<file path="config.mk">
export PLATFORM = sky130hd
export DESIGN_NAME = apb4_master_ctrl_flat
export DESIGN_NICKNAME = d
export VERILOG_FILES = /design/src/rtl/apb4_master_ctrl_if.sv /design/src/rtl/apb4_master_ctrl.sv /design/src/flat_wrapper.sv
export SDC_FILE = /design/constraint.sdc
export NUM_CORES = 1
export LEC_CHECK = 0
export CORE_AREA = 2 2 126 128
export CTS_BUF_LIST = sky130_fd_sc_hd__clkbuf_16
export DETAILED_ROUTE_END_ITERATION = 8
export DIE_AREA = 0 0 128 130
export DONT_BUFFER_PORTS = 1
export SLEW_MARGIN = 15
export SYNTH_ARGS = -nofsm -noshare
export SYNTH_HDL_FRONTEND = slang
export SYNTH_SLANG_ARGS = --single-unit
</file>
<file path="constraint.sdc">
create_clock -name PCLK -period 2.5 [get_ports PCLK]
set_input_delay 0.5 -clock PCLK [delete_from_list [all_inputs] [get_ports PCLK]]
set_output_delay 0.5 -clock PCLK [all_outputs]
set_load 0.05 [all_outputs]
</file>
<file path="src/rtl/apb4_master_ctrl_if.sv">
// Bundle of request/response and APB4 bus signals for apb4_master_ctrl.
// The master modport is the controller's view; the slave modport is the environment's view.
interface apb4_master_ctrl_if #(
  parameter int ADDR_WIDTH = 32,
  parameter int DATA_WIDTH = 32,
  parameter int NUM_SLAVES = 4
);
  logic                             req_valid;
  logic                             req_ready;
  logic                             req_write;
  logic [ADDR_WIDTH-1:0]            req_addr;
  logic [DATA_WIDTH-1:0]            req_wdata;
  logic [1:0]                       req_size;
  logic [2:0]                       req_prot;
  logic                             rsp_valid;
  logic [DATA_WIDTH-1:0]            rsp_rdata;
  logic                             rsp_error;

  logic [ADDR_WIDTH-1:0]            PADDR;
  logic [NUM_SLAVES-1:0]            PSEL;
  logic                             PENABLE;
  logic                             PWRITE;
  logic [DATA_WIDTH-1:0]            PWDATA;
  logic [DATA_WIDTH/8-1:0]          PSTRB;
  logic [2:0]                       PPROT;
  logic [NUM_SLAVES-1:0]            PREADY;
  logic [NUM_SLAVES-1:0]            PSLVERR;
  logic [NUM_SLAVES*DATA_WIDTH-1:0] PRDATA;

  modport master (
    input  req_valid, req_write, req_addr, req_wdata, req_size, req_prot,
    input  PREADY, PSLVERR, PRDATA,
    output req_ready, rsp_valid, rsp_rdata, rsp_error,
    output PADDR, PSEL, PENABLE, PWRITE, PWDATA, PSTRB, PPROT
  );

  modport slave (
    output req_valid, req_write, req_addr, req_wdata, req_size, req_prot,
    output PREADY, PSLVERR, PRDATA,
    input  req_ready, rsp_valid, rsp_rdata, rsp_error,
    input  PADDR, PSEL, PENABLE, PWRITE, PWDATA, PSTRB, PPROT
  );
endinterface

</file>
<file path="src/rtl/apb4_master_ctrl.sv">
// APB4 master: accepts one request at a time, decodes it onto one of NUM_SLAVES
// address windows, runs SETUP/ACCESS with a wait-state timeout and returns a one-cycle response.
module apb4_master_ctrl #(
  parameter int                    ADDR_WIDTH     = 32,
  parameter int                    DATA_WIDTH     = 32,
  parameter int                    NUM_SLAVES     = 4,
  parameter logic [ADDR_WIDTH-1:0] BASE_ADDR      = 32'h0000_4000,
  parameter int                    REGION_BITS    = 12,
  parameter int                    TIMEOUT_CYCLES = 16
) (
  input logic                PCLK,
  input logic                PRESETn,
  apb4_master_ctrl_if.master bus
);

  localparam int         STRB_W   = DATA_WIDTH / 8;
  localparam int         IDX_W    = (NUM_SLAVES > 1) ? $clog2(NUM_SLAVES) : 1;
  localparam logic [7:0] TMO_LAST = 8'(TIMEOUT_CYCLES - 1);

  typedef enum logic [1:0] {S_IDLE, S_SETUP, S_ACCESS, S_RESP} state_t;

  function automatic logic is_misaligned(input logic [1:0] size, input logic [1:0] lsb);
    case (size)
      2'b00:   is_misaligned = 1'b0;
      2'b01:   is_misaligned = lsb[0];
      default: is_misaligned = (lsb != 2'b00);
    endcase
  endfunction

  function automatic logic [STRB_W-1:0] write_strobe(input logic [1:0] size, input logic [1:0] lsb);
    case (size)
      2'b00:   write_strobe = 4'b0001 << lsb;
      2'b01:   write_strobe = 4'b0011 << {lsb[1], 1'b0};
      default: write_strobe = 4'b1111;
    endcase
  endfunction

  state_t                  state_q,     state_d;
  logic                    req_ready_q, req_ready_d;
  logic                    rsp_valid_q, rsp_valid_d;
  logic [DATA_WIDTH-1:0]   rsp_rdata_q, rsp_rdata_d;
  logic                    rsp_error_q, rsp_error_d;
  logic [ADDR_WIDTH-1:0]   paddr_q,     paddr_d;
  logic [NUM_SLAVES-1:0]   psel_q,      psel_d;
  logic                    penable_q,   penable_d;
  logic                    pwrite_q,    pwrite_d;
  logic [DATA_WIDTH-1:0]   pwdata_q,    pwdata_d;
  logic [STRB_W-1:0]       pstrb_q,     pstrb_d;
  logic [2:0]              pprot_q,     pprot_d;
  logic [IDX_W-1:0]        sel_idx_q,   sel_idx_d;
  logic [7:0]              tmo_cnt_q,   tmo_cnt_d;

  // Window decode of the incoming address; valid only while a request is offered.
  logic [ADDR_WIDTH-1:0]   offset;
  logic [ADDR_WIDTH-1:0]   win_idx;
  logic [IDX_W-1:0]        dec_idx;
  logic                    in_range;
  logic                    req_ok;
  logic [NUM_SLAVES-1:0]   dec_onehot;

  assign offset   = bus.req_addr - BASE_ADDR;
  assign win_idx  = offset >> REGION_BITS;
  assign dec_idx  = win_idx[IDX_W-1:0];
  assign in_range = (bus.req_addr >= BASE_ADDR) && (win_idx < ADDR_WIDTH'(NUM_SLAVES));
  assign req_ok   = in_range && !is_misaligned(bus.req_size, bus.req_addr[1:0]);

  always_comb begin
    dec_onehot          = '0;
    dec_onehot[dec_idx] = 1'b1;
  end

  // Only the selected slave's return signals are ever looked at.
  logic                  sel_ready;
  logic                  sel_err;
  logic [DATA_WIDTH-1:0] sel_rdata;

  assign sel_ready = bus.PREADY[sel_idx_q];
  assign sel_err   = bus.PSLVERR[sel_idx_q];
  assign sel_rdata = bus.PRDATA[sel_idx_q*DATA_WIDTH +: DATA_WIDTH];

  always_comb begin
    state_d     = state_q;
    req_ready_d = req_ready_q;
    rsp_valid_d = 1'b0;
    rsp_rdata_d = rsp_rdata_q;
    rsp_error_d = rsp_error_q;
    paddr_d     = paddr_q;
    psel_d      = psel_q;
    penable_d   = penable_q;
    pwrite_d    = pwrite_q;
    pwdata_d    = pwdata_q;
    pstrb_d     = pstrb_q;
    pprot_d     = pprot_q;
    sel_idx_d   = sel_idx_q;
    tmo_cnt_d   = tmo_cnt_q;

    case (state_q)
      S_IDLE: begin
        req_ready_d = 1'b1;
        if (req_ready_q && bus.req_valid) begin
          req_ready_d = 1'b0;
          if (req_ok) begin
            state_d   = S_SETUP;
            psel_d    = dec_onehot;
            sel_idx_d = dec_idx;
            paddr_d   = bus.req_addr;
            pwrite_d  = bus.req_write;
            pwdata_d  = bus.req_wdata;
            pprot_d   = bus.req_prot;
            pstrb_d   = bus.req_write ? write_strobe(bus.req_size, bus.req_addr[1:0]) : '0;
            tmo_cnt_d = '0;
          end else begin
            // Rejected requests never reach the bus; answer straight away.
            state_d     = S_RESP;
            rsp_valid_d = 1'b1;
            rsp_error_d = 1'b1;
            rsp_rdata_d = '0;
          end
        end
      end

      S_SETUP: begin
        state_d   = S_ACCESS;
        penable_d = 1'b1;
      end

      S_ACCESS: begin
        // A ready slave beats an expiring timeout in the same cycle.
        if (sel_ready) begin
          state_d     = S_RESP;
          psel_d      = '0;
          penable_d   = 1'b0;
          rsp_valid_d = 1'b1;
          rsp_error_d = sel_err;
          rsp_rdata_d = (!pwrite_q && !sel_err) ? sel_rdata : '0;
        end else if (tmo_cnt_q == TMO_LAST) begin
          state_d     = S_RESP;
          psel_d      = '0;
          penable_d   = 1'b0;
          rsp_valid_d = 1'b1;
          rsp_error_d = 1'b1;
          rsp_rdata_d = '0;
        end else begin
          tmo_cnt_d = tmo_cnt_q + 8'd1;
        end
      end

      S_RESP: begin
        state_d     = S_IDLE;
        req_ready_d = 1'b1;
      end

      default: begin
        state_d     = S_IDLE;
        psel_d      = '0;
        penable_d   = 1'b0;
        req_ready_d = 1'b0;
      end
    endcase
  end

  always_ff @(posedge PCLK or negedge PRESETn) begin
    if (!PRESETn) begin
      state_q     <= S_IDLE;
      req_ready_q <= 1'b0;
      rsp_valid_q <= 1'b0;
      rsp_rdata_q <= '0;
      rsp_error_q <= 1'b0;
      paddr_q     <= '0;
      psel_q      <= '0;
      penable_q   <= 1'b0;
      pwrite_q    <= 1'b0;
      pwdata_q    <= '0;
      pstrb_q     <= '0;
      pprot_q     <= '0;
      sel_idx_q   <= '0;
      tmo_cnt_q   <= '0;
    end else begin
      state_q     <= state_d;
      req_ready_q <= req_ready_d;
      rsp_valid_q <= rsp_valid_d;
      rsp_rdata_q <= rsp_rdata_d;
      rsp_error_q <= rsp_error_d;
      paddr_q     <= paddr_d;
      psel_q      <= psel_d;
      penable_q   <= penable_d;
      pwrite_q    <= pwrite_d;
      pwdata_q    <= pwdata_d;
      pstrb_q     <= pstrb_d;
      pprot_q     <= pprot_d;
      sel_idx_q   <= sel_idx_d;
      tmo_cnt_q   <= tmo_cnt_d;
    end
  end

  assign bus.req_ready = req_ready_q;
  assign bus.rsp_valid = rsp_valid_q;
  assign bus.rsp_rdata = rsp_rdata_q;
  assign bus.rsp_error = rsp_error_q;
  assign bus.PADDR     = paddr_q;
  assign bus.PSEL      = psel_q;
  assign bus.PENABLE   = penable_q;
  assign bus.PWRITE    = pwrite_q;
  assign bus.PWDATA    = pwdata_q;
  assign bus.PSTRB     = pstrb_q;
  assign bus.PPROT     = pprot_q;

endmodule

</file>
<file path="src/flat_wrapper.sv">
// flat-port wrapper written by rule: the top's interface ports become plain ports
module apb4_master_ctrl_flat 
#(
  parameter int                    ADDR_WIDTH     = 32,
  parameter int                    DATA_WIDTH     = 32,
  parameter int                    NUM_SLAVES     = 4,
  parameter logic [ADDR_WIDTH-1:0] BASE_ADDR      = 32'h0000_4000,
  parameter int                    REGION_BITS    = 12,
  parameter int                    TIMEOUT_CYCLES = 16
)
  (PCLK, PRESETn, bus_req_valid, bus_req_write, bus_req_addr, bus_req_wdata, bus_req_size, bus_req_prot, bus_PREADY, bus_PSLVERR, bus_PRDATA, bus_req_ready, bus_rsp_valid, bus_rsp_rdata, bus_rsp_error, bus_PADDR, bus_PSEL, bus_PENABLE, bus_PWRITE, bus_PWDATA, bus_PSTRB, bus_PPROT);
  apb4_master_ctrl_if #(.ADDR_WIDTH(ADDR_WIDTH), .DATA_WIDTH(DATA_WIDTH), .NUM_SLAVES(NUM_SLAVES)) bus_i ();
  input logic PCLK;
  input logic PRESETn;
  input wire logic [$bits(bus_i.req_valid)-1:0] bus_req_valid;
  input wire logic [$bits(bus_i.req_write)-1:0] bus_req_write;
  input wire logic [$bits(bus_i.req_addr)-1:0] bus_req_addr;
  input wire logic [$bits(bus_i.req_wdata)-1:0] bus_req_wdata;
  input wire logic [$bits(bus_i.req_size)-1:0] bus_req_size;
  input wire logic [$bits(bus_i.req_prot)-1:0] bus_req_prot;
  input wire logic [$bits(bus_i.PREADY)-1:0] bus_PREADY;
  input wire logic [$bits(bus_i.PSLVERR)-1:0] bus_PSLVERR;
  input wire logic [$bits(bus_i.PRDATA)-1:0] bus_PRDATA;
  output wire logic [$bits(bus_i.req_ready)-1:0] bus_req_ready;
  output wire logic [$bits(bus_i.rsp_valid)-1:0] bus_rsp_valid;
  output wire logic [$bits(bus_i.rsp_rdata)-1:0] bus_rsp_rdata;
  output wire logic [$bits(bus_i.rsp_error)-1:0] bus_rsp_error;
  output wire logic [$bits(bus_i.PADDR)-1:0] bus_PADDR;
  output wire logic [$bits(bus_i.PSEL)-1:0] bus_PSEL;
  output wire logic [$bits(bus_i.PENABLE)-1:0] bus_PENABLE;
  output wire logic [$bits(bus_i.PWRITE)-1:0] bus_PWRITE;
  output wire logic [$bits(bus_i.PWDATA)-1:0] bus_PWDATA;
  output wire logic [$bits(bus_i.PSTRB)-1:0] bus_PSTRB;
  output wire logic [$bits(bus_i.PPROT)-1:0] bus_PPROT;
  assign bus_i.req_valid = bus_req_valid;
  assign bus_i.req_write = bus_req_write;
  assign bus_i.req_addr = bus_req_addr;
  assign bus_i.req_wdata = bus_req_wdata;
  assign bus_i.req_size = bus_req_size;
  assign bus_i.req_prot = bus_req_prot;
  assign bus_i.PREADY = bus_PREADY;
  assign bus_i.PSLVERR = bus_PSLVERR;
  assign bus_i.PRDATA = bus_PRDATA;
  assign bus_req_ready = bus_i.req_ready;
  assign bus_rsp_valid = bus_i.rsp_valid;
  assign bus_rsp_rdata = bus_i.rsp_rdata;
  assign bus_rsp_error = bus_i.rsp_error;
  assign bus_PADDR = bus_i.PADDR;
  assign bus_PSEL = bus_i.PSEL;
  assign bus_PENABLE = bus_i.PENABLE;
  assign bus_PWRITE = bus_i.PWRITE;
  assign bus_PWDATA = bus_i.PWDATA;
  assign bus_PSTRB = bus_i.PSTRB;
  assign bus_PPROT = bus_i.PPROT;
  apb4_master_ctrl #(.ADDR_WIDTH(ADDR_WIDTH), .DATA_WIDTH(DATA_WIDTH), .NUM_SLAVES(NUM_SLAVES), .BASE_ADDR(BASE_ADDR), .REGION_BITS(REGION_BITS), .TIMEOUT_CYCLES(TIMEOUT_CYCLES)) u_core (.PCLK(PCLK), .PRESETn(PRESETn), .bus(bus_i));
endmodule
</file>
==> insert_results.sql, run 1 <==
INSERT INTO impl_metrics (metric_group, metric, value, unit) VALUES
('outcome', 'outcome', 'finished with violations', ''),
('outcome', 'violated_checks', 'negative hold slack', ''),
('placed_design', 'placedCellCount', '607', ''),
('worst_setup_path', 'timing.setup.critical_path_class', 'reg2reg', ''),
('worst_setup_path', 'timing.rr.start', 'u_core.tmo_cnt_q[5]$_DFFE_PN0P_', ''),
('clocking', 'tritoncts', 'built', ''),
('drt', 'drt_iter0_markers', '124', ''),
('drt', 'viasPerCell', '5.647', ''),
('power', 'cellLeakagePower', '3.097', 'nW'),
('floorplan', 'fp.dieW', '128', 'um'),
('power', 'internal_power', '4.145', 'mW'),
('worst_setup_path', 'critPathCaptureType', 'flop', ''),
('logic_synthesis', 'synthesis.yosys.warnings', '0', ''),
('sta', 'final-setup-viol-count', '0', ''),
('sta', 'setup-tns-final', '0', 'ns'),
('power', 'power.clock.fraction', '34.9', '%'),
('worst_setup_path', 'worst_ep_required_time', '2.80', 'ns'),
('sta', 'final_min_period_over_clock_period', '87.46', '%'),
('clocking', 'cts-root-buf', 'sky130_fd_sc_hd__clkbuf_16', ''),
('power', 'p_sw_share', '36.92', '%'),
('final_layout', 'layout-drive-gt1-share', '38.26', '%'),
('clocking', 'clk_transition_reported_paths', '0.06', 'ns'),
('global_routing', 'groute.layer.met3.usage', '6.273', '%'),
('power', 'power-per-cell-area', '970.3', 'nW/um^2'),
('logic_synthesis', 'syn-instance-count', '428', ''),
('floorplan', 'floorplan.io_pins', '321', ''),
('worst_setup_path', 'critPathArrivalTime', '2.49', 'ns'),
('floorplan', 'core', '15420', 'um^2'),
('global_routing', 'grtUsageMet2', '29.13', '%'),
('final_layout', 'multi_input_comb_area', '2719', 'um^2'),
('global_routing', 'global_route.overflow_total', '0', ''),
('sta', 'fmax', '0.4573', 'GHz'),
('placed_design', 'dpl-instance-area', '6215', 'um^2'),
('floorplan', 'fp.dieH', '130', 'um'),
('placed_design', 'port_buffers', '0', ''),
('global_routing', 'global_route_wire_length_before_repair', '20700', 'um'),
('logic_synthesis', 'number_of_enable_type_register_cells_in_the_synthesized_netlist', '0', ''),
('final_layout', 'layout.cells.non_filler', '640', ''),
('floorplan', 'fp-row-count', '46', ''),
('power', 'power.ir.vdd_worst', '0.0004207', 'V'),
('sta', 'final-max-slew-violation-count', '0', ''),
('sta', 'rsz0062_at_grt', 'no', ''),
('sta', 'worst_clock_skew', '0.008036', 'ns'),
('final_layout', 'most_used_cells_in_the_layout_excluding_fill_and_tap_cells', '120 x sky130_fd_sc_hd__dfrtp_1, 83 x sky130_fd_sc_hd__mux2_2, 39 x sky130_fd_sc_hd__nor2b_1', ''),
('sta', 'fin_crit', '2.187', 'ns'),
('logic_synthesis', 'yosys_most_used_dff', 'sky130_fd_sc_hd__dfrtp_1', ''),
('drt', 'vias', '3614', ''),
('logic_synthesis', 'post_synth_instance_area', '5962', 'um^2'),
('global_routing', 'busiest_layer', 'met2', ''),
('global_routing', 'grt_antenna_before_repair', '3', ''),
('sta', 'slew_headroom', '62.13', '%'),
('clocking', 'numCtsBuffers', '17', ''),
('flow_run', 'max_cap_viol_count', '0', ''),
('sta', 'hold_slack', '-0.2258', 'ns'),
('logic_synthesis', 'synth_area_per_cell', '13.93', 'um^2'),
('floorplan', 'fp.dieArea', '16640', 'um^2'),
('clocking', 'cts_resized', '0', ''),
('clocking', 'cts_setup_buffers', '0', ''),
('clocking', 'clock_latency', '0.41', 'ns'),
('placed_design', 'half_perimeter_wire_length_after_placement', '10530', 'um'),
('worst_setup_path', 'timing.critical_path.from_type', 'flop', ''),
('global_routing', 'grtUsageTotal', '16.66', '%'),
('clocking', 'htree_levels', '4', ''),
('worst_setup_path', 'worstRegToRegCells', '6', ''),
('power', 'net-switching-power', '2.427', 'mW'),
('drt', 'routed_wl', '14420', 'um'),
('sta', 'hold_viol_final', '122', ''),
('floorplan', 'initial_utilization', '38.65', '%'),
('logic_synthesis', 'synth_async_sr_flop_share', '100.0', '%'),
('global_routing', 'global_route.usage.met1', '17.44', '%'),
('drt', 'drtPass1Iterations', '4', '');
routing by layer:
metal  vias to the layer above  routed length (um)
met5                         -                  27
met1                      1787                5137
met3                        27                1356
met2                       216                7417
met4                         4                 478
li1                       1580                   -
logic make-up (layout without fill, tap and decap cells):
group	count (synthesis)	after routing	synth area share (%)
AOI/OAI and AO/OA	38	38	4.449
and+or+nand+nor	102	102	10.89
buffers and inverters	40	59	3.190
adders and majority gates	5	5	1.049
muxes	120	120	29.07
DFF	122	122	51.21
other	0	1	0
xor gates and xnor gates	1	1	0.1469
cell usage after synthesis (7+ instances only):
cell type                  count  area share [%]
sky130_fd_sc_hd__dfrtp_1     122              51
sky130_fd_sc_hd__mux2_2       83              16
sky130_fd_sc_hd__nor2b_1      39             4.1
sky130_fd_sc_hd__mux4_2       34              13
sky130_fd_sc_hd__inv_1        14            0.88
sky130_fd_sc_hd__and2b_1      12             1.5
sky130_fd_sc_hd__clkbuf_1     12            0.76
sky130_fd_sc_hd__o21ai_0      12             1.0
sky130_fd_sc_hd__o211ai_1      9             1.1
sky130_fd_sc_hd__nand2_1       8            0.50
sky130_fd_sc_hd__nand3_1       8            0.67
sky130_fd_sc_hd__buf_2         7            0.59
power by group through the flow:
stage,Combinational [mW],Sequential [mW],Clock (mW)
2_1_floorplan,1.02,3.00,0
3_3_place_gp,1.24,3.06,0
3_5_place_dp,1.27,3.06,0
4_1_cts,1.28,3.03,2.37
5_1_grt,1.39,3.05,2.46
6_report,1.26,3.02,2.29
registers in the layout, indices dropped and copies added (netlist names):
| signal | flops |
|---|---|
| u_core.bus.PENABLE | 1 |
| u_core.bus.rsp_error | 1 |
| u_core.bus.PPROT | 3 |
| u_core.bus.PWRITE | 1 |
| u_core.bus.req_ready | 1 |
| u_core.bus.PSTRB | 4 |
| u_core.state_q | 2 |
| u_core.bus.PSEL | 4 |
| u_core.tmo_cnt_q | 8 |
| u_core.bus.PADDR | 31 |
| u_core.sel_idx_q | 1 |
| u_core.bus.rsp_valid | 1 |
| u_core.bus.PWDATA | 32 |
| u_core.bus.rsp_rdata | 32 |
path summary, 6_finish.rpt:
path	slack (ns)	endpoint
max reg2reg	0.31	u_core.bus.rsp_rdata[23]$_DFFE_PN0P_
min in group PCLK	0.18	u_core.bus.PSEL[2]$_DFFE_PN0P_
max	0.31	u_core.bus.rsp_rdata[23]$_DFFE_PN0P_
max in group asynchronous	2.58	u_core.bus.PADDR[13]$_DFFE_PN0P_
min reg2reg	0.52	u_core.tmo_cnt_q[2]$_DFFE_PN0P_
min	-0.23	u_core.bus.rsp_rdata[13]$_DFFE_PN0P_
critical path, stage by stage (launching register included):
cell	delay [ns]
sky130_fd_sc_hd__dfrtp_1	0.43
sky130_fd_sc_hd__nor4_1	0.37
sky130_fd_sc_hd__a21oi_2	0.15
sky130_fd_sc_hd__and2_4	0.21
sky130_fd_sc_hd__a211oi_4	0.27
sky130_fd_sc_hd__buf_12	0.25
sky130_fd_sc_hd__mux2_2	0.37
cell type report:
| type | count | area share, % |
|---|---|---|
| tap | 192 | 3.547 |
| antenna | 1 | 0.03695 |
| sequential | 122 | 45.11 |
| clock inverter | 15 | 1.921 |
| inverter | 14 | 0.7759 |
| multi-input combinational | 266 | 40.14 |
| timing repair buffer | 13 | 2.180 |
| clock buffer | 17 | 6.281 |
stage by stage:
stage | setup slack (ns) | power, mW | util [%] | hold WS, ns
after global placement | 0.2098 | 4.294 | 40.29 | 0.2084
after CTS | 0.3004 | 6.672 | 43.89 | -0.2482
after global routing | 0.1887 | 6.892 | 43.91 | -0.2506
after floorplan | 0.03956 | 4.016 | - | 0.2044
after detailed placement | 0.1515 | 4.337 | 40.29 | 0.2081
final | 0.3134 | 6.572 | 43.91 | -0.2258
Power figures use the tool's default switching activity.
==> run 2: changes to the inputs <==
Settings changed: REMOVE_ABC_BUFFERS from default to 1.
==> insert_results.sql, run 2 (synthesis gave the netlist of run 1 again) <==
INSERT INTO impl_metrics (metric_group, metric, value, unit) VALUES
('sta', 'final-setup-viol-count', '0', ''),
('worst_setup_path', 'rr_endpoint', 'u_core.bus.rsp_rdata[26]$_DFFE_PN0P_', ''),
('floorplan', 'initial_utilization', '38.65', '%'),
('final_layout', 'synthToLayoutAreaGrowth', '14.08', '%'),
('drt', 'viasPerCell', '5.607', ''),
('drt', 'avgRoutedWirePerCell', '22.89', 'um'),
('power', 'p_sw_share', '35.17', '%'),
('worst_setup_path', 'timing.critical_path.from_type', 'flop', ''),
('power', 'net-switching-power', '2.332', 'mW'),
('floorplan', 'fp.dieW', '128', 'um'),
('global_routing', 'grt_antenna_before_repair', '7', ''),
('power', 'internal_power', '4.299', 'mW'),
('worst_setup_path', 'critPathArrivalTime', '2.45', 'ns'),
('drt', 'drcViolationCount', '0', ''),
('final_layout', 'nNetsFinal', '651', ''),
('placed_design', 'port_buffers', '0', ''),
('power', 'power.ir.vdd_worst', '0.0009769', 'V'),
('clocking', 'clock_latency', '0.41', 'ns'),
('flow_run', 'max_cap_viol_count', '0', ''),
('power', 'power-per-cell-area', '974.9', 'nW/um^2'),
('global_routing', 'grt_start_max_net_pins', '123', ''),
('sta', 'rsz0062_at_grt', 'no', ''),
('sta', 'hold_viol_final', '122', ''),
('global_routing', 'grtUsageTotal', '17.36', '%'),
('global_routing', 'global_route.overflow_total', '0', ''),
('placed_design', 'placedCellCount', '610', ''),
('power', 'power.sequential.fraction', '45.5', '%'),
('drt', 'detail-route-antenna-nets', '0', ''),
('floorplan', 'fp.dieH', '130', 'um'),
('clocking', 'htree_levels', '4', ''),
('sta', 'fmax', '0.4624', 'GHz'),
('drt', 'drt_iter0_markers', '142', ''),
('outcome', 'violated_checks', 'negative hold slack', ''),
('worst_setup_path', 'critPathCaptureType', 'flop', ''),
('floorplan', 'fp.dieArea', '16640', 'um^2'),
('sta', 'worst-slew-pin-transition', '0.5731', 'ns'),
('worst_setup_path', 'worst_ep_required_time', '2.79', 'ns'),
('sta', 'fin_crit', '2.163', 'ns'),
('floorplan', 'fp-row-count', '46', ''),
('clocking', 'cts-root-buf', 'sky130_fd_sc_hd__clkbuf_16', ''),
('power', 'post-layout-total-power', '6.631', 'mW'),
('clocking', 'tritoncts', 'built', ''),
('worst_setup_path', 'worstRegToRegCells', '6', ''),
('floorplan', 'floorplan.io_pins', '321', ''),
('clocking', 'clk_transition_reported_paths', '0.05', 'ns'),
('final_layout', 'fin_util', '44.09', '%'),
('sta', 'final-max-slew-violation-count', '0', ''),
('clocking', 'numCtsBuffers', '17', ''),
('sta', 'final_min_period_over_clock_period', '86.51', '%'),
('drt', 'met2RoutedLength', '7758', 'um'),
('final_layout', 'most_used_cells_in_the_layout_excluding_fill_and_tap_cells', '120 x sky130_fd_sc_hd__dfrtp_1, 83 x sky130_fd_sc_hd__mux2_2, 39 x sky130_fd_sc_hd__nor2b_1', ''),
('power', 'cellLeakagePower', '3.130', 'nW'),
('power', 'share_comb_of_total_power', '18.9', '%'),
('floorplan', 'core', '15420', 'um^2'),
('outcome', 'outcome', 'finished with violations', ''),
('worst_setup_path', 'timing.rr.start', 'u_core.tmo_cnt_q[5]$_DFFE_PN0P_', ''),
('clocking', 'cts.sink_count', '122', ''),
('sta', 'hold_slack', '-0.2113', 'ns'),
('worst_setup_path', 'critPathMaxFanout', '33', ''),
('drt', 'dr_wl_met3', '1271', 'um'),
('final_layout', 'layout-drive-gt1-share', '38.44', '%'),
('sta', 'setup-tns-final', '0', 'ns'),
('sta', 'worst_clock_skew', '0.006807', 'ns'),
('drt', 'vias', '3628', ''),
('min_path', 'min_path_type', 'in2async', ''),
('drt', 'm1WireLength', '5500', 'um'),
('final_layout', 'layout.cells.non_filler', '647', ''),
('drt', 'routed_wl', '14810', 'um'),
('worst_setup_path', 'r2r_setup_slack', '0.34', 'ns'),
('placed_design', 'half_perimeter_wire_length_after_placement', '11220', 'um'),
('drt', 'drtPass1Iterations', '4', ''),
('power', 'power.clock.fraction', '35.6', '%'),
('final_layout', 'layout_commonest_cell', 'sky130_fd_sc_hd__dfrtp_1', ''),
('clocking', 'cts_buffer_depth', '2', ''),
('placed_design', 'place.gp.congestion', '0.8875', ''),
('worst_setup_path', 'crit_start', 'u_core.tmo_cnt_q[5]$_DFFE_PN0P_', ''),
('clocking', 'cts_setup_buffers', '0', ''),
('drt', 'routed.top_layer', 'met5', ''),
('worst_setup_path', 'timing.critical_path.to', 'u_core.bus.rsp_rdata[26]$_DFFE_PN0P_', ''),
('worst_setup_path', 'timing.setup.critical_path_class', 'reg2reg', ''),
('global_routing', 'grt_pass1_vias', '3773', ''),
('sta', 'slew_headroom', '61.79', '%'),
('global_routing', 'global_route_wire_length_before_repair', '21580', 'um');
## run 2: critical path, stage by stage (launching register included)
cell and delay, ns:
sky130_fd_sc_hd__dfrtp_1 0.44, sky130_fd_sc_hd__nor4_1 0.37, sky130_fd_sc_hd__a21oi_2 0.15, sky130_fd_sc_hd__and2_4 0.21, sky130_fd_sc_hd__a211oi_4 0.24, sky130_fd_sc_hd__buf_12 0.24, sky130_fd_sc_hd__mux2_2 0.36
## run 2: how the worst min path moves through the flow
stage                  from  slack [ns]                              endpoint  cells past startpoint
CTS                 PRESETn       -0.24  u_core.bus.rsp_rdata[19]$_DFFE_PN0P_                      0
detailed placement  PRESETn        0.21  u_core.bus.rsp_rdata[19]$_DFFE_PN0P_                      0
global placement    PRESETn        0.21  u_core.bus.rsp_rdata[19]$_DFFE_PN0P_                      0
finish              PRESETn       -0.21  u_core.bus.rsp_rdata[19]$_DFFE_PN0P_                      0
floorplan           PRESETn        0.20       u_core.bus.PADDR[0]$_DFFE_PN0P_                      0
global route        PRESETn       -0.24  u_core.bus.rsp_rdata[19]$_DFFE_PN0P_                      0
## run 2: routing by layer
| metal | track usage (%) | vias to the layer above |
|---|---|---|
| li1 | - | 1590 |
| met2 | 30.26 | 165 |
| met4 | 6.723 | 6 |
| met3 | 7.667 | 25 |
| met1 | 18.68 | 1842 |
| met5 | 0 | - |
## run 2: metrics by stage
stage | setup WS (ns) | area [um^2]
after floorplan | -1.760 | 5824
after global placement | 0.2605 | 6212
after detailed placement | 0.1838 | 6212
after CTS | 0.3441 | 6789
after global routing | 0.2484 | 6797
final | 0.3372 | 6802
## run 2: power by group through the flow
stage | registers (mW) | logic [mW] | clock network (mW)
5_1_grt | 3.05 | 1.37 | 2.52
2_1_floorplan | 3.00 | 0.922 | 0
6_report | 3.02 | 1.25 | 2.36
3_3_place_gp | 3.04 | 1.22 | 0
3_5_place_dp | 3.06 | 1.26 | 0
4_1_cts | 3.02 | 1.26 | 2.42
## run 2: final cells by class
cell class | instances | area, um^2
fillers | 1411 | 8623
flip-flops and latches | 122 | 3055
multi-input cells | 266 | 2719
clock buffers | 17 | 425.4
well taps | 192 | 240.2
clock inverters | 15 | 151.4
repair buffers | 16 | 145.1
inverters | 14 | 52.55
diodes | 5 | 12.51
## run 2: what timing repair did
item                                   CTS  global route
resized for setup                        0             0
setup endpoints to repair                0             0
endpoints found under the hold margin  122           122
